**src/rtl/m_lsu.sv**
```systemverilog
// m_lsu: M-stage load/store unit, initiator side of the data-memory port.
// Checks alignment/range of each pipeline load/store, issues a handshaked
// word access with byte enables and lane-replicated store data, and returns
// sign/zero-extended load data. Holds the pipeline for the whole transaction
// and reports AdEL(4)/AdES(5)/DBE(7) instead of issuing bad accesses.
//
// Ports:
//   clk, reset         clock (rising edge), asynchronous active-low reset
//   req_valid/we/op/sign/addr/wdata   pipeline request, stable while stall=1
//   stall              req_valid & (state != DONE), combinational
//   done               one-cycle completion pulse
//   rdata              extended load result, holds until the next load completes
//   exc, exc_code      exception flag and code, qualified by done
//   mem_valid/we/be/addr/wdata        memory request (valid only in ISSUE)
//   mem_ready, mem_rvalid, mem_rdata  memory handshake and read data
module m_lsu #(
    parameter int unsigned DM_WORDS = 3072,
    parameter int unsigned TIMEOUT  = 255
) (
    input  logic        clk,
    input  logic        reset,
    input  logic        req_valid,
    input  logic        req_we,
    input  logic [1:0]  req_op,
    input  logic        req_sign,
    input  logic [31:0] req_addr,
    input  logic [31:0] req_wdata,
    output logic        stall,
    output logic        done,
    output logic [31:0] rdata,
    output logic        exc,
    output logic [4:0]  exc_code,
    output logic        mem_valid,
    output logic        mem_we,
    output logic [3:0]  mem_be,
    output logic [31:0] mem_addr,
    output logic [31:0] mem_wdata,
    input  logic        mem_ready,
    input  logic        mem_rvalid,
    input  logic [31:0] mem_rdata
);

    typedef enum logic [1:0] {IDLE, ISSUE, WAIT, DONE} state_t;

    localparam logic [32:0] ADDR_LIMIT = 33'(DM_WORDS) * 33'd4;
    localparam logic [15:0] CNT_LAST   = 16'(TIMEOUT - 1);

    state_t      state, state_d;
    logic [15:0] cnt;
    logic [1:0]  op_q;
    logic        sign_q;
    logic [1:0]  lane_q;

    logic        req_bad;
    logic        capture;
    logic        timed_out;
    logic        at_limit;
    logic [3:0]  be_d;
    logic [31:0] wdata_d;
    logic [7:0]  byte_lane;
    logic [15:0] half_lane;
    logic [31:0] load_ext;

    assign stall     = req_valid & (state != DONE);
    assign mem_valid = (state == ISSUE);
    assign at_limit  = (cnt == CNT_LAST);

    // Alignment and range check on the live request.
    always_comb begin
        req_bad = 1'b0;
        case (req_op)
            2'b00:   req_bad = (req_addr[1:0] != 2'b00);
            2'b10:   req_bad = req_addr[0];
            2'b11:   req_bad = 1'b1;
            default: req_bad = 1'b0;
        endcase
        if ({1'b0, req_addr} >= ADDR_LIMIT) begin
            req_bad = 1'b1;
        end
    end

    // Byte enables and lane-replicated store data for the live request.
    always_comb begin
        be_d    = 4'b1111;
        wdata_d = req_wdata;
        case (req_op)
            2'b01: begin
                be_d    = 4'b0001 << req_addr[1:0];
                wdata_d = {4{req_wdata[7:0]}};
            end
            2'b10: begin
                be_d    = req_addr[1] ? 4'b1100 : 4'b0011;
                wdata_d = {2{req_wdata[15:0]}};
            end
            default: begin
                be_d    = 4'b1111;
                wdata_d = req_wdata;
            end
        endcase
    end

    // Load lane extraction uses the request captured on entry to ISSUE.
    always_comb begin
        byte_lane = mem_rdata[7:0];
        case (lane_q)
            2'd1:    byte_lane = mem_rdata[15:8];
            2'd2:    byte_lane = mem_rdata[23:16];
            2'd3:    byte_lane = mem_rdata[31:24];
            default: byte_lane = mem_rdata[7:0];
        endcase
        half_lane = lane_q[1] ? mem_rdata[31:16] : mem_rdata[15:0];
        case (op_q)
            2'b01:   load_ext = {{24{sign_q & byte_lane[7]}}, byte_lane};
            2'b10:   load_ext = {{16{sign_q & half_lane[15]}}, half_lane};
            default: load_ext = mem_rdata;
        endcase
    end

    // Next state. A completing event in the last allowed cycle beats the timeout.
    always_comb begin
        state_d   = state;
        capture   = 1'b0;
        timed_out = 1'b0;
        case (state)
            IDLE: begin
                if (req_valid) begin
                    state_d = req_bad ? DONE : ISSUE;
                end
            end
            ISSUE: begin
                if (mem_ready && mem_we) begin
                    state_d = DONE;
                end else if (mem_ready && mem_rvalid) begin
                    capture = 1'b1;
                    state_d = DONE;
                end else if (at_limit) begin
                    timed_out = 1'b1;
                    state_d   = DONE;
                end else if (mem_ready) begin
                    state_d = WAIT;
                end
            end
            WAIT: begin
                if (mem_rvalid) begin
                    capture = 1'b1;
                    state_d = DONE;
                end else if (at_limit) begin
                    timed_out = 1'b1;
                    state_d   = DONE;
                end
            end
            DONE: begin
                state_d = IDLE;
            end
            default: begin
                state_d = IDLE;
            end
        endcase
    end

    always_ff @(posedge clk or negedge reset) begin
        if (!reset) begin
            state     <= IDLE;
            cnt       <= '0;
            op_q      <= '0;
            sign_q    <= 1'b0;
            lane_q    <= '0;
            mem_we    <= 1'b0;
            mem_be    <= '0;
            mem_addr  <= '0;
            mem_wdata <= '0;
            done      <= 1'b0;
            rdata     <= '0;
            exc       <= 1'b0;
            exc_code  <= '0;
        end else begin
            state    <= state_d;
            done     <= (state_d == DONE);
            exc      <= 1'b0;
            exc_code <= '0;

            if (state == IDLE) begin
                cnt <= '0;
            end else if (state == ISSUE || state == WAIT) begin
                cnt <= cnt + 16'd1;
            end

            // Request fields are frozen on entry to ISSUE; mem_addr holds afterwards.
            if (state == IDLE && state_d == ISSUE) begin
                op_q      <= req_op;
                sign_q    <= req_sign;
                lane_q    <= req_addr[1:0];
                mem_we    <= req_we;
                mem_be    <= be_d;
                mem_addr  <= {req_addr[31:2], 2'b00};
                mem_wdata <= wdata_d;
            end else if (state_d != ISSUE) begin
                mem_we    <= 1'b0;
                mem_be    <= '0;
                mem_wdata <= '0;
            end

            if (state == IDLE && state_d == DONE) begin
                exc      <= 1'b1;
                exc_code <= req_we ? 5'd5 : 5'd4;
            end
            if (timed_out) begin
                exc      <= 1'b1;
                exc_code <= 5'd7;
            end
            if (capture) begin
                rdata <= load_ext;
            end
        end
    end

endmodule

```
**config.mk**
```make
export PLATFORM = sky130hd
export DESIGN_NAME = m_lsu
export DESIGN_NICKNAME = d
export VERILOG_FILES = /design/src/rtl/m_lsu.sv
export SDC_FILE = /design/constraint.sdc
export NUM_CORES = 1
export LEC_CHECK = 0
export CAP_MARGIN = 15
export CORE_AREA = 4 4 109 152
export CTS_CLUSTER_SIZE = 16
export DETAILED_ROUTE_END_ITERATION = 7
export DIE_AREA = 0 0 113 156
export PLACE_DENSITY_LB_ADDON = 0.25
export SLEW_MARGIN = 20
export SYNTH_ARGS = -nofsm -noshare
export SYNTH_HDL_FRONTEND = slang
export SYNTH_SLANG_ARGS = --single-unit
export TNS_END_PERCENT = 5
```
**constraint.sdc**
```tcl
create_clock -name clk -period 2.3 [get_ports clk]
set_clock_uncertainty 0.1 [all_clocks]
set_input_delay 0.345 -clock clk [delete_from_list [all_inputs] [get_ports clk]]
set_output_delay 0.345 -clock clk [all_outputs]
set_load 0.01 [all_outputs]
```
==> results <==
## placed cells by master (no fill, tap or decap), types with 4 or more instances in the layout
cell type,synthesis,final
mux2_2,40,40
clkbuf_16,0,18
a22o_1,15,15
inv_6,0,7
and3_1,7,7
and2_1,4,4
o2bb2ai_2,0,5
conb_1,1,4
nand3_1,6,6
buf_4,5,46
a221o_1,7,7
xnor2_1,6,6
a21oi_1,35,33
nor2b_1,16,16
o2bb2ai_1,17,12
dfrtp_1,126,126
ha_1,15,15
nor2_1,41,41
a31oi_1,11,11
inv_1,15,15
buf_12,0,5
clkdlybuf4s50_1,0,207
nand2_1,55,55
a22oi_1,22,22
mux2i_1,4,4
a2bb2oi_1,7,7
a22o_2,5,5
clkinv_4,0,4
or3_1,6,6
o21ai_0,27,27
## worst min path at each step
stage                     start                   endpoint  slack, ns  cells after the start
final                     reset  mem_wdata[17]$_DFFE_PN0P_       0.29                      2
after global routing      reset  mem_wdata[17]$_DFFE_PN0P_       0.33                      2
after CTS                 reset  mem_wdata[16]$_DFFE_PN0P_       0.28                      2
after detailed placement  reset  mem_wdata[16]$_DFFE_PN0P_       0.19                      1
after global placement    reset  mem_wdata[17]$_DFFE_PN0P_       0.19                      1
after floorplan           reset         cnt[0]$_DFFE_PN0P_      -0.05                      0
## cell type report
class / count / area (sq um)
multi-input combinational: 393 / 2780
inverter: 15 / 56.3
sequential: 126 / 3150
timing repair buffer: 263 / 2610
tap: 192 / 240
clock inverter: 14 / 145
fill: 1235 / 5640
clock buffer: 18 / 439
## worst max-delay path: cells and delay by family (launching register included)
kind | cells | cell delay (ns)
compound gates | 3 | 0.47
buf+inv | 3 | 0.41
flops | 1 | 0.37
simple gates | 2 | 1.06
## metrics by stage
| step | setup TNS, ns | instance area [sq um] | setup WS [ns] | hold slack [ns] |
|---|---|---|---|---|
| finish | -7.58 | 9420 | -0.225 | 0.286 |
| global route | -10.04 | 9420 | -0.292 | 0.326 |
| CTS | -7.01 | 9320 | -0.220 | 0.283 |
| detailed placement | -19.53 | 8670 | -0.335 | 0.192 |
| global placement | -15.25 | 8670 | -0.247 | 0.187 |
| floorplan | -9.73 | 6110 | -0.213 | -0.0506 |
## where the power goes
part           switching (mW)  leakage [nW]  internal, mW  total (mW)
clock network            1.09         0.285          1.55        2.64
registers               0.453          1.62          2.93        3.38
logic                    2.30          2.25          2.69        4.99
## routing by layer
layer / track usage (%) / vias to the layer above / routed length [microns] / part of all wire (%)
met4: 7.22 / 0 / 418 / 2.2
met1: 23.7 / 2643 / 7050 / 37
li1: - / 2556 / - / -
met2: 39.1 / 204 / 10000 / 53
met3: 6.91 / 29 / 1310 / 7.0
met5: 0 / - / 0 / 0
## state kept, by name, summed over array words and instances, names as in the netlist, 2 cells and up
| signal | count |
|---|---|
| op_q | 2 |
| mem_wdata | 32 |
| cnt | 16 |
| exc_code | 3 |
| mem_addr | 30 |
| lane_q | 2 |
| mem_be | 4 |
| state | 2 |
| rdata | 32 |
## timing repair
item | CTS | global route
endpoints found under the hold margin | 24 | 0
setup endpoints to repair | 38 | 45
resized for setup | 4 | 10
cloned | 1 | 1
hold buffers | 1 | 0
pin swaps | 6 | 2
setup buffers | 1 | 3
## cells by family after synthesis
| group | after synthesis |
|---|---|
| other cells | 1 |
| fa+ha+maj | 15 |
| simple gates | 161 |
| xor+xnor | 7 |
| compound gates | 161 |
| flops | 126 |
| buf+inv | 53 |
| mux | 45 |
==> flow_summary.json <==
{
  "fp.dieW_microns": 113,
  "gr-total-overflow": 0,
  "synth-seq-cells": 126,
  "ys_warn_count": 0,
  "grt_pass1_vias": 5812,
  "drive_above_1_share_pct": 18.3,
  "synthTopCellsByArea": "dfrtp_1 52%, mux2_2 7.4%, nand2_1 3.4%",
  "worstSetupPathType": "flip-flop to flip-flop",
  "worst_r2r_endpoint": "mem_wdata[1]$_DFFE_PN0P_",
  "layout_setup_ws_ns": -0.225,
  "antenna_found_initial": 0,
  "crit_start": "cnt[14]$_DFFE_PN0P_",
  "layout_min_cycle_time_ns": 2.52,
  "dr.pass1.iters": 5,
  "synth_edf_count": 0,
  "portBuffers": 210,
  "finalSetupViolCount": 38,
  "syn_avg_cell_area_sq_um": 10.7,
  "dp_cells": 983,
  "max_cap_violations": 0,
  "place_hpwl_microns": 14400,
  "nNetsFinal": 936,
  "rows": 53,
  "syn_area_sq_mm": 0.00610,
  "synth_top_family_by_area": "compound AO/OA/AOI/OAI gates",
  "path_clk_slew_ns": 0.07,
  "boundaryPins": 215,
  "vdd_ir_drop_max_v": 0.000523,
  "drcViolationCount": 0,
  "grt_usage_pct": 21.6,
  "antenna_cells": 0,
  "coreArea_sq_mm": 0.0151,
  "antenna_left": 0,
  "yosys.area_share.simple_pct": 12.9,
  "ys.flop_type": "dfrtp_1",
  "status": "complete, but fails checks",
  "async_reset_ff_share_pct": 100,
  "synth_common_cells": "126 x dfrtp_1, 55 x nand2_1, 41 x nor2_1, 40 x mux2_2, 35 x a21oi_1",
  "synthMuxAreaShare_pct": 8.42,
  "total_power_mw": 11.0,
  "drtIter0Drc": 178,
  "fmax_ghz": 0.396,
  "slowest_stage": "or4_4",
  "die-area_sq_mm": 0.0176,
  "cp.arrival_ns": 2.73,
  "finish.utilization_pct": 62.6,
  "r2r_slack_ns": -0.22,
  "post-route-period-util_pct": 110,
  "wl_per_cell_microns": 18.4,
  "detail_route.wirelength_microns": 18800,
  "synth_compound_area_share_pct": 18.9,
  "grt_max_degree": 43,
  "hold_class": "input port to async pin",
  "slew_viol_final": 0,
  "synthCells": 569,
  "cts_inserted_buffers": 17,
  "viasPerCell": 5.32,
  "regToRegStartpoint": "cnt[14]$_DFFE_PN0P_",
  "syn_to_final_growth_pct": 54.5,
  "cp-endpoint": "mem_wdata[1]$_DFFE_PN0P_",
  "worst_setup_path_end_kind": "flip-flop",
  "power_density_mw_per_mm2": 1170,
  "critPathRequiredTime_ns": 2.51,
  "vias": 5432,
  "synth_adder_area_share_pct": 3.08,
  "yosysTopAreaCell": "dfrtp_1",
  "seq_area_frac_synth_pct": 51.7,
  "htree_levels": 4,
  "clock-sinks": 126,
  "gp_congestion": 0.829,
  "clockBufferDepth": 2,
  "synth_top_area_share_pct": 51.7,
  "synth_xor_area_share_pct": 1.01,
  "start_util_pct": 40.5,
  "die_y_microns": 156,
  "stdcell_count": 1021,
  "synth.most_common_cell": "dfrtp_1",
  "startpoint_type": "flip-flop",
  "crit_fanout": 10,
  "violations": "setup timing",
  "clock_latency_ns": 0.41,
  "hold_viol": 0,
  "path_cells": "or4_4, or4_4, a21oi_2, buf_4, a211oi_4, buf_12, buf_12, a22o_2",
  "reg2reg_depth": 8,
  "cts_tree": "yes",
  "cp_slowest_stage_delay_ns": 0.53,
  "p_leak_nw": 4.16,
  "ctsRootBufferMaster": "clkbuf_16",
  "ys_types": 53,
  "grt_pass1_wl_microns": 30100,
  "rsz0062_at_grt": "true"
}
(Power assumes the default switching activity.)
